**src/rtl/edge_gen_pkg.sv**
```systemverilog
// Shared types and constants for the edge generator.
package edge_gen_pkg;

    typedef enum logic [1:0] {
        LOW_IDLE  = 2'd0,
        LOW_HOLD  = 2'd1,
        HIGH_IDLE = 2'd2,
        HIGH_HOLD = 2'd3
    } edge_gen_state_t;

    localparam logic EDGE_RISE = 1'b1;
    localparam logic EDGE_FALL = 1'b0;

    // Hold timer width: enough for the larger minimum, never below 1 bit.
    function automatic int unsigned tmr_width(input int unsigned a, input int unsigned b);
        int unsigned m;
        int unsigned w;
        m = (a > b) ? a : b;
        w = $clog2(m);
        return (w < 1) ? 1 : w;
    endfunction

endpackage

```
**src/rtl/edge_gen_hold_timer.sv**
```systemverilog
// Loadable down-counter shared by both hold states; done flags a zero count.
module hold_timer #(
    parameter int unsigned W = 1
) (
    input  logic         clk,
    input  logic         reset,
    input  logic         i_load,
    input  logic [W-1:0] i_load_val,
    input  logic         i_en,
    output logic         o_done_c
);

    logic [W-1:0] r_cnt;

    always_ff @(posedge clk) begin
        if (reset) begin
            r_cnt <= '0;
        end else if (i_load) begin
            r_cnt <= i_load_val;
        end else if (i_en && (r_cnt != '0)) begin
            r_cnt <= r_cnt - W'(1);
        end
    end

    assign o_done_c = (r_cnt == '0);

endmodule

```
**src/rtl/edge_gen.sv**
```systemverilog
// Edge generator: turns rise/fall requests into a level line with minimum high/low times.
// Optional edge counter enabled by defining EDGE_GEN_EDGE_CNT_EN.
module edge_gen
    import edge_gen_pkg::*;
#(
    parameter int unsigned MIN_HIGH = 4,
    parameter int unsigned MIN_LOW  = 4,
    parameter int unsigned CNT_W    = 8
) (
    input  logic             clk,
    input  logic             reset,
    input  logic             req_valid,
    input  logic             req_type,
    output logic             req_ready,
    output logic             d_out,
    output logic             busy,
    output logic             err_redundant
`ifdef EDGE_GEN_EDGE_CNT_EN
    ,
    output logic [CNT_W-1:0] edge_count
`endif
);

    localparam int unsigned TMR_W = tmr_width(MIN_HIGH, MIN_LOW);
    localparam logic [TMR_W-1:0] HIGH_LOAD = (MIN_HIGH > 1) ? TMR_W'(MIN_HIGH - 2) : '0;
    localparam logic [TMR_W-1:0] LOW_LOAD  = (MIN_LOW  > 1) ? TMR_W'(MIN_LOW  - 2) : '0;

    if (MIN_HIGH < 1 || MIN_LOW < 1 || CNT_W < 1) begin : g_bad_param
        $error("edge_gen: MIN_HIGH, MIN_LOW and CNT_W must all be >= 1");
    end

    edge_gen_state_t  r_state;
    edge_gen_state_t  w_state_n;
    logic             r_d_out;
    logic             w_d_out_n;
    logic             r_err;
    logic             w_err_n;
    logic             w_tmr_load;
    logic [TMR_W-1:0] w_tmr_load_val;
    logic             w_tmr_en;
    logic             w_tmr_done;

    hold_timer #(
        .W (TMR_W)
    ) u_hold_timer (
        .clk        (clk),
        .reset      (reset),
        .i_load     (w_tmr_load),
        .i_load_val (w_tmr_load_val),
        .i_en       (w_tmr_en),
        .o_done_c   (w_tmr_done)
    );

    always_ff @(posedge clk) begin
        if (reset) begin
            r_state <= LOW_IDLE;
            r_d_out <= 1'b0;
            r_err   <= 1'b0;
        end else begin
            r_state <= w_state_n;
            r_d_out <= w_d_out_n;
            r_err   <= w_err_n;
        end
    end

    // Next state: real edges toggle and optionally start a hold, redundant ones only flag.
    always_comb begin
        w_state_n      = r_state;
        w_d_out_n      = r_d_out;
        w_err_n        = 1'b0;
        w_tmr_load     = 1'b0;
        w_tmr_load_val = '0;
        w_tmr_en       = 1'b0;
        case (r_state)
            LOW_IDLE: begin
                if (req_valid) begin
                    if (req_type == EDGE_RISE) begin
                        w_d_out_n = 1'b1;
                        if (MIN_HIGH > 1) begin
                            w_state_n      = HIGH_HOLD;
                            w_tmr_load     = 1'b1;
                            w_tmr_load_val = HIGH_LOAD;
                        end else begin
                            w_state_n = HIGH_IDLE;
                        end
                    end else begin
                        w_err_n = 1'b1;
                    end
                end
            end
            HIGH_IDLE: begin
                if (req_valid) begin
                    if (req_type == EDGE_FALL) begin
                        w_d_out_n = 1'b0;
                        if (MIN_LOW > 1) begin
                            w_state_n      = LOW_HOLD;
                            w_tmr_load     = 1'b1;
                            w_tmr_load_val = LOW_LOAD;
                        end else begin
                            w_state_n = LOW_IDLE;
                        end
                    end else begin
                        w_err_n = 1'b1;
                    end
                end
            end
            LOW_HOLD: begin
                if (w_tmr_done) w_state_n = LOW_IDLE;
                else            w_tmr_en  = 1'b1;
            end
            HIGH_HOLD: begin
                if (w_tmr_done) w_state_n = HIGH_IDLE;
                else            w_tmr_en  = 1'b1;
            end
            default: begin
                w_state_n = LOW_IDLE;
                w_d_out_n = 1'b0;
            end
        endcase
    end

    assign req_ready     = (r_state == LOW_IDLE) || (r_state == HIGH_IDLE);
    assign busy          = ~req_ready;
    assign d_out         = r_d_out;
    assign err_redundant = r_err;

`ifdef EDGE_GEN_EDGE_CNT_EN
    logic [CNT_W-1:0] r_edge_cnt;

    always_ff @(posedge clk) begin
        if (reset) begin
            r_edge_cnt <= '0;
        end else if (w_d_out_n != r_d_out) begin
            r_edge_cnt <= r_edge_cnt + CNT_W'(1);
        end
    end

    assign edge_count = r_edge_cnt;
`endif

endmodule

```
**config.mk**
```make
export PLATFORM = sky130hd
export DESIGN_NAME = edge_gen
export DESIGN_NICKNAME = d
export VERILOG_FILES = /design/src/rtl/edge_gen_pkg.sv /design/src/rtl/edge_gen_hold_timer.sv /design/src/rtl/edge_gen.sv
export SDC_FILE = /design/constraint.sdc
export NUM_CORES = 1
export LEC_CHECK = 0
export ABC_AREA = 1
export BUFFER_PORTS_ARGS = -buffer_cell sky130_fd_sc_hd__buf_2
export CAP_MARGIN = 10
export CORE_AREA = 2 2 40 42
export CTS_CLUSTER_DIAMETER = 60
export DETAILED_ROUTE_END_ITERATION = 10
export DIE_AREA = 0 0 42 44
export PLACE_DENSITY = 0.49
export SETUP_SLACK_MARGIN = 0.3
export SLEW_MARGIN = 40
export SYNTH_ARGS = -nofsm -noshare
export SYNTH_HDL_FRONTEND = slang
export SYNTH_SLANG_ARGS = --single-unit
```
**constraint.sdc**
```tcl
create_clock -name clk -period 2.8 [get_ports clk]
set_input_delay 0.14 -clock clk [delete_from_list [all_inputs] [get_ports clk]]
set_output_delay 0.14 -clock clk [all_outputs]
set_load 0.005 [all_outputs]
```
==> impl_metrics.json <==
{
  "result_of_the_run": "complete, no violations",
  "clk-insertion-delay-late_ns": 0.24,
  "synth_warnings": 0,
  "vdd.ir_drop.worst_mv": 0.3532,
  "final_area_um2": 523.0,
  "core_area_um2": 1419,
  "antenna_found_initial": 0,
  "sequential_cell_area_um2": 120.1,
  "power.density_nw_per_um2": 1001,
  "crit_path_start_kind": "flip-flop",
  "design.portCount": 8,
  "crit_family": "flip-flops",
  "detailed_place.area_um2": 500.5,
  "synth.cell_area_um2": 445.4,
  "placedCellCount": 89,
  "post_layout_instance_count_excluding_filler_cells": 92,
  "critical_path_peak_fanout": 4,
  "final_hold_viol_count": 0,
  "worst-slew-pin-transition_ns": 0.3260,
  "setup.worst_path.end_class": "output port",
  "worst_setup_hold_path_clk_slew_ns": 0.05,
  "regToRegStartpoint": "r_state[0]$_SDFFE_PP0P_",
  "holdPathEnd": "u_hold_timer.r_cnt[1]$_SDFFE_PP0P_",
  "drt_drc_violations_left": 0,
  "holdCritStartpoint": "reset",
  "power.static_leakage_nw": 0.2761,
  "yosys.cell_types.count": 14,
  "drt-vias-per-instance": 4.533,
  "hold_path_stages": 2,
  "cap_viol_max_count": 0,
  "route.met2.wl_um": 438,
  "max_freq_mhz": 667.4,
  "route.top_layer_used": "met4",
  "setup_total_negative_slack_ns": 0,
  "post_cts_hold_buffer_count": 0,
  "criticalPathCategory": "reg -> out",
  "drt-met1-wl_um": 409,
  "clk_root_buffer_cell": "sky130_fd_sc_hd__clkbuf_4",
  "io_buffers": 7,
  "timing.critical_path.cells": "inv_1 -> ha_1 -> nor2_2 -> inv_2 -> buf_2",
  "cell_count_after_synthesis": 66,
  "htree_num_levels": 1,
  "multi_input_area_um2": 280.3,
  "leading_cell_type_in_the_layout_fill_and_taps_excluded": "sky130_fd_sc_hd__nand2_1",
  "r2r_slack_ns": 1.46,
  "rsz0062_at_grt": "no",
  "worst_slew_margin_rel": 0.7819,
  "ctsLongestPathBuffers": 2,
  "grt_util_all_layers": 0.1141,
  "met3WireLength_um": 43,
  "postRouteAntennaNets": 0,
  "antenna_cells": 0,
  "worst_r2r_path_depth": 8,
  "crit_path_top_delay_cell": "sky130_fd_sc_hd__dfxtp_1",
  "num_rows": 14,
  "area.growth.synth_to_final_pct": 17.42,
  "slew_violations": 0,
  "wl_per_cell_um": 9.772,
  "floorplan.initialDensity": 0.3139,
  "detailedRoute.firstIterationViolations": 12,
  "power_mw": 0.5236,
  "cts_buffer_count": 3,
  "layout_common_cells": "sky130_fd_sc_hd__nand2_1 (15), sky130_fd_sc_hd__inv_1 (9), sky130_fd_sc_hd__nor2_1 (8), sky130_fd_sc_hd__ha_1 (7), sky130_fd_sc_hd__buf_2 (7)",
  "final.period_utilization": 0.5351,
  "hpwl_detailed_um": 742.8,
  "min-delay-path-class": "in -> reg",
  "global_route.overflow_total": 0,
  "timing.critical_path.buf_inv": 3,
  "finalCriticalPeriod_ns": 1.498,
  "postCtsResizedCells": 0,
  "die-width_um": 42,
  "design.die.area_um2": 1848,
  "grt_pass1_vias": 369,
  "fillerInstances": 151,
  "drt_pre_antenna_iters": 4,
  "grt_first_pass_wirelength_um": 1497,
  "cts_tree": "done",
  "gpl.final_weighted_congestion": 0.7686,
  "cp_max_stage_delay_ns": 0.37,
  "register_area_share_after_synthesis": 0.2697,
  "grt_max_degree": 7,
  "num-nets-final": 89,
  "final_clock_skew_ns": 0.003732,
  "number_of_buffers_added_for_setup_after_cts": 0,
  "die_height_um": 44,
  "num_vias": 417,
  "syn_nets": 77,
  "final_layout_size_suffix_gt1_frac": 0.2632,
  "finalWirelength_um": 899,
  "avgSynthCellArea_um2": 6.749,
  "clock_sink_count": 6,
  "cp_data_arrival_time_ns": 1.36,
  "critical_r2r_capture": "r_state[0]$_SDFFE_PP0P_",
  "worst_ep_required_time_ns": 2.66,
  "setup-violations-final": 0,
  "ffs_latches_synth": 6
}
## synthesized netlist by cell type
| cell | count | area share |
|---|---|---|
| sky130_fd_sc_hd__nand2_1 | 15 | 0.13 |
| sky130_fd_sc_hd__nor2_2 | 3 | 0.042 |
| sky130_fd_sc_hd__inv_1 | 9 | 0.076 |
| sky130_fd_sc_hd__inv_2 | 3 | 0.025 |
| sky130_fd_sc_hd__nand4_1 | 2 | 0.028 |
| sky130_fd_sc_hd__nand3_1 | 5 | 0.056 |
| sky130_fd_sc_hd__a21oi_2 | 1 | 0.020 |
| sky130_fd_sc_hd__o21bai_1 | 1 | 0.017 |
| sky130_fd_sc_hd__o21ai_0 | 1 | 0.011 |
| sky130_fd_sc_hd__a21oi_1 | 2 | 0.022 |
| sky130_fd_sc_hd__dfxtp_1 | 6 | 0.27 |
| sky130_fd_sc_hd__nand2_2 | 3 | 0.042 |
| sky130_fd_sc_hd__nor2_1 | 8 | 0.067 |
| sky130_fd_sc_hd__ha_1 | 7 | 0.20 |
## state kept, by name (all words and copies together) (netlist names)
signal,flops
d_out,1
err_redundant,1
r_state,2
u_hold_timer.r_cnt,2
## metal layers
metal	vias up	track usage
met2	9	0.1875
li1	228	-
met4	0	0.09677
met1	178	0.1231
met3	2	0.02917
met5	-	0
## power by group
| part | internal (mW) | total, mW | switching, mW |
|---|---|---|---|
| registers | 0.115 | 0.136 | 0.0213 |
| clock network | 0.0485 | 0.0796 | 0.0311 |
| logic | 0.123 | 0.308 | 0.184 |
## cell families (layout without fill, tap and decap cells)
logic type      Yosys count  in the layout  synth area share
flops                     6              6            0.2697
compound gates            5              5           0.07022
simple gates             36             36            0.3623
fa+ha+maj                 7              7            0.1966
buf+inv                  12             22            0.1011
## how the worst max path moves through the flow
stage | from | to | slack, ns | cells past startpoint
after floorplan | r_state[0]$_SDFFE_PP0P_ | r_state[0]$_SDFFE_PP0P_ | 1.58 | 8
after CTS | r_state[0]$_SDFFE_PP0P_ | req_ready | 1.29 | 5
after global routing | r_state[1]$_SDFFE_PP0P_ | req_ready | 1.19 | 5
after detailed placement | r_state[0]$_SDFFE_PP0P_ | r_state[0]$_SDFFE_PP0P_ | 1.47 | 8
after global placement | r_state[0]$_SDFFE_PP0P_ | r_state[0]$_SDFFE_PP0P_ | 1.45 | 8
final | r_state[0]$_SDFFE_PP0P_ | req_ready | 1.30 | 5
## area by class of cell
class,count,area share
tap,16,0.03828
inverter,12,0.08612
clock buffer,3,0.04306
timing repair buffer,7,0.06699
sequential,6,0.2297
multi-input combinational,48,0.5359
## per-stage QoR
step | utilization | hold WS [ns] | setup slack (ns)
after floorplan | - | 0.2091 | 1.582
final | 0.3686 | 0.08322 | 1.302
after global routing | 0.3686 | 0.09030 | 1.188
after detailed placement | 0.3527 | 0.3372 | 1.465
after global placement | 0.3527 | 0.3353 | 1.448
after CTS | 0.3686 | 0.07424 | 1.289
Note: power is estimated with default switching activity, not from simulation.
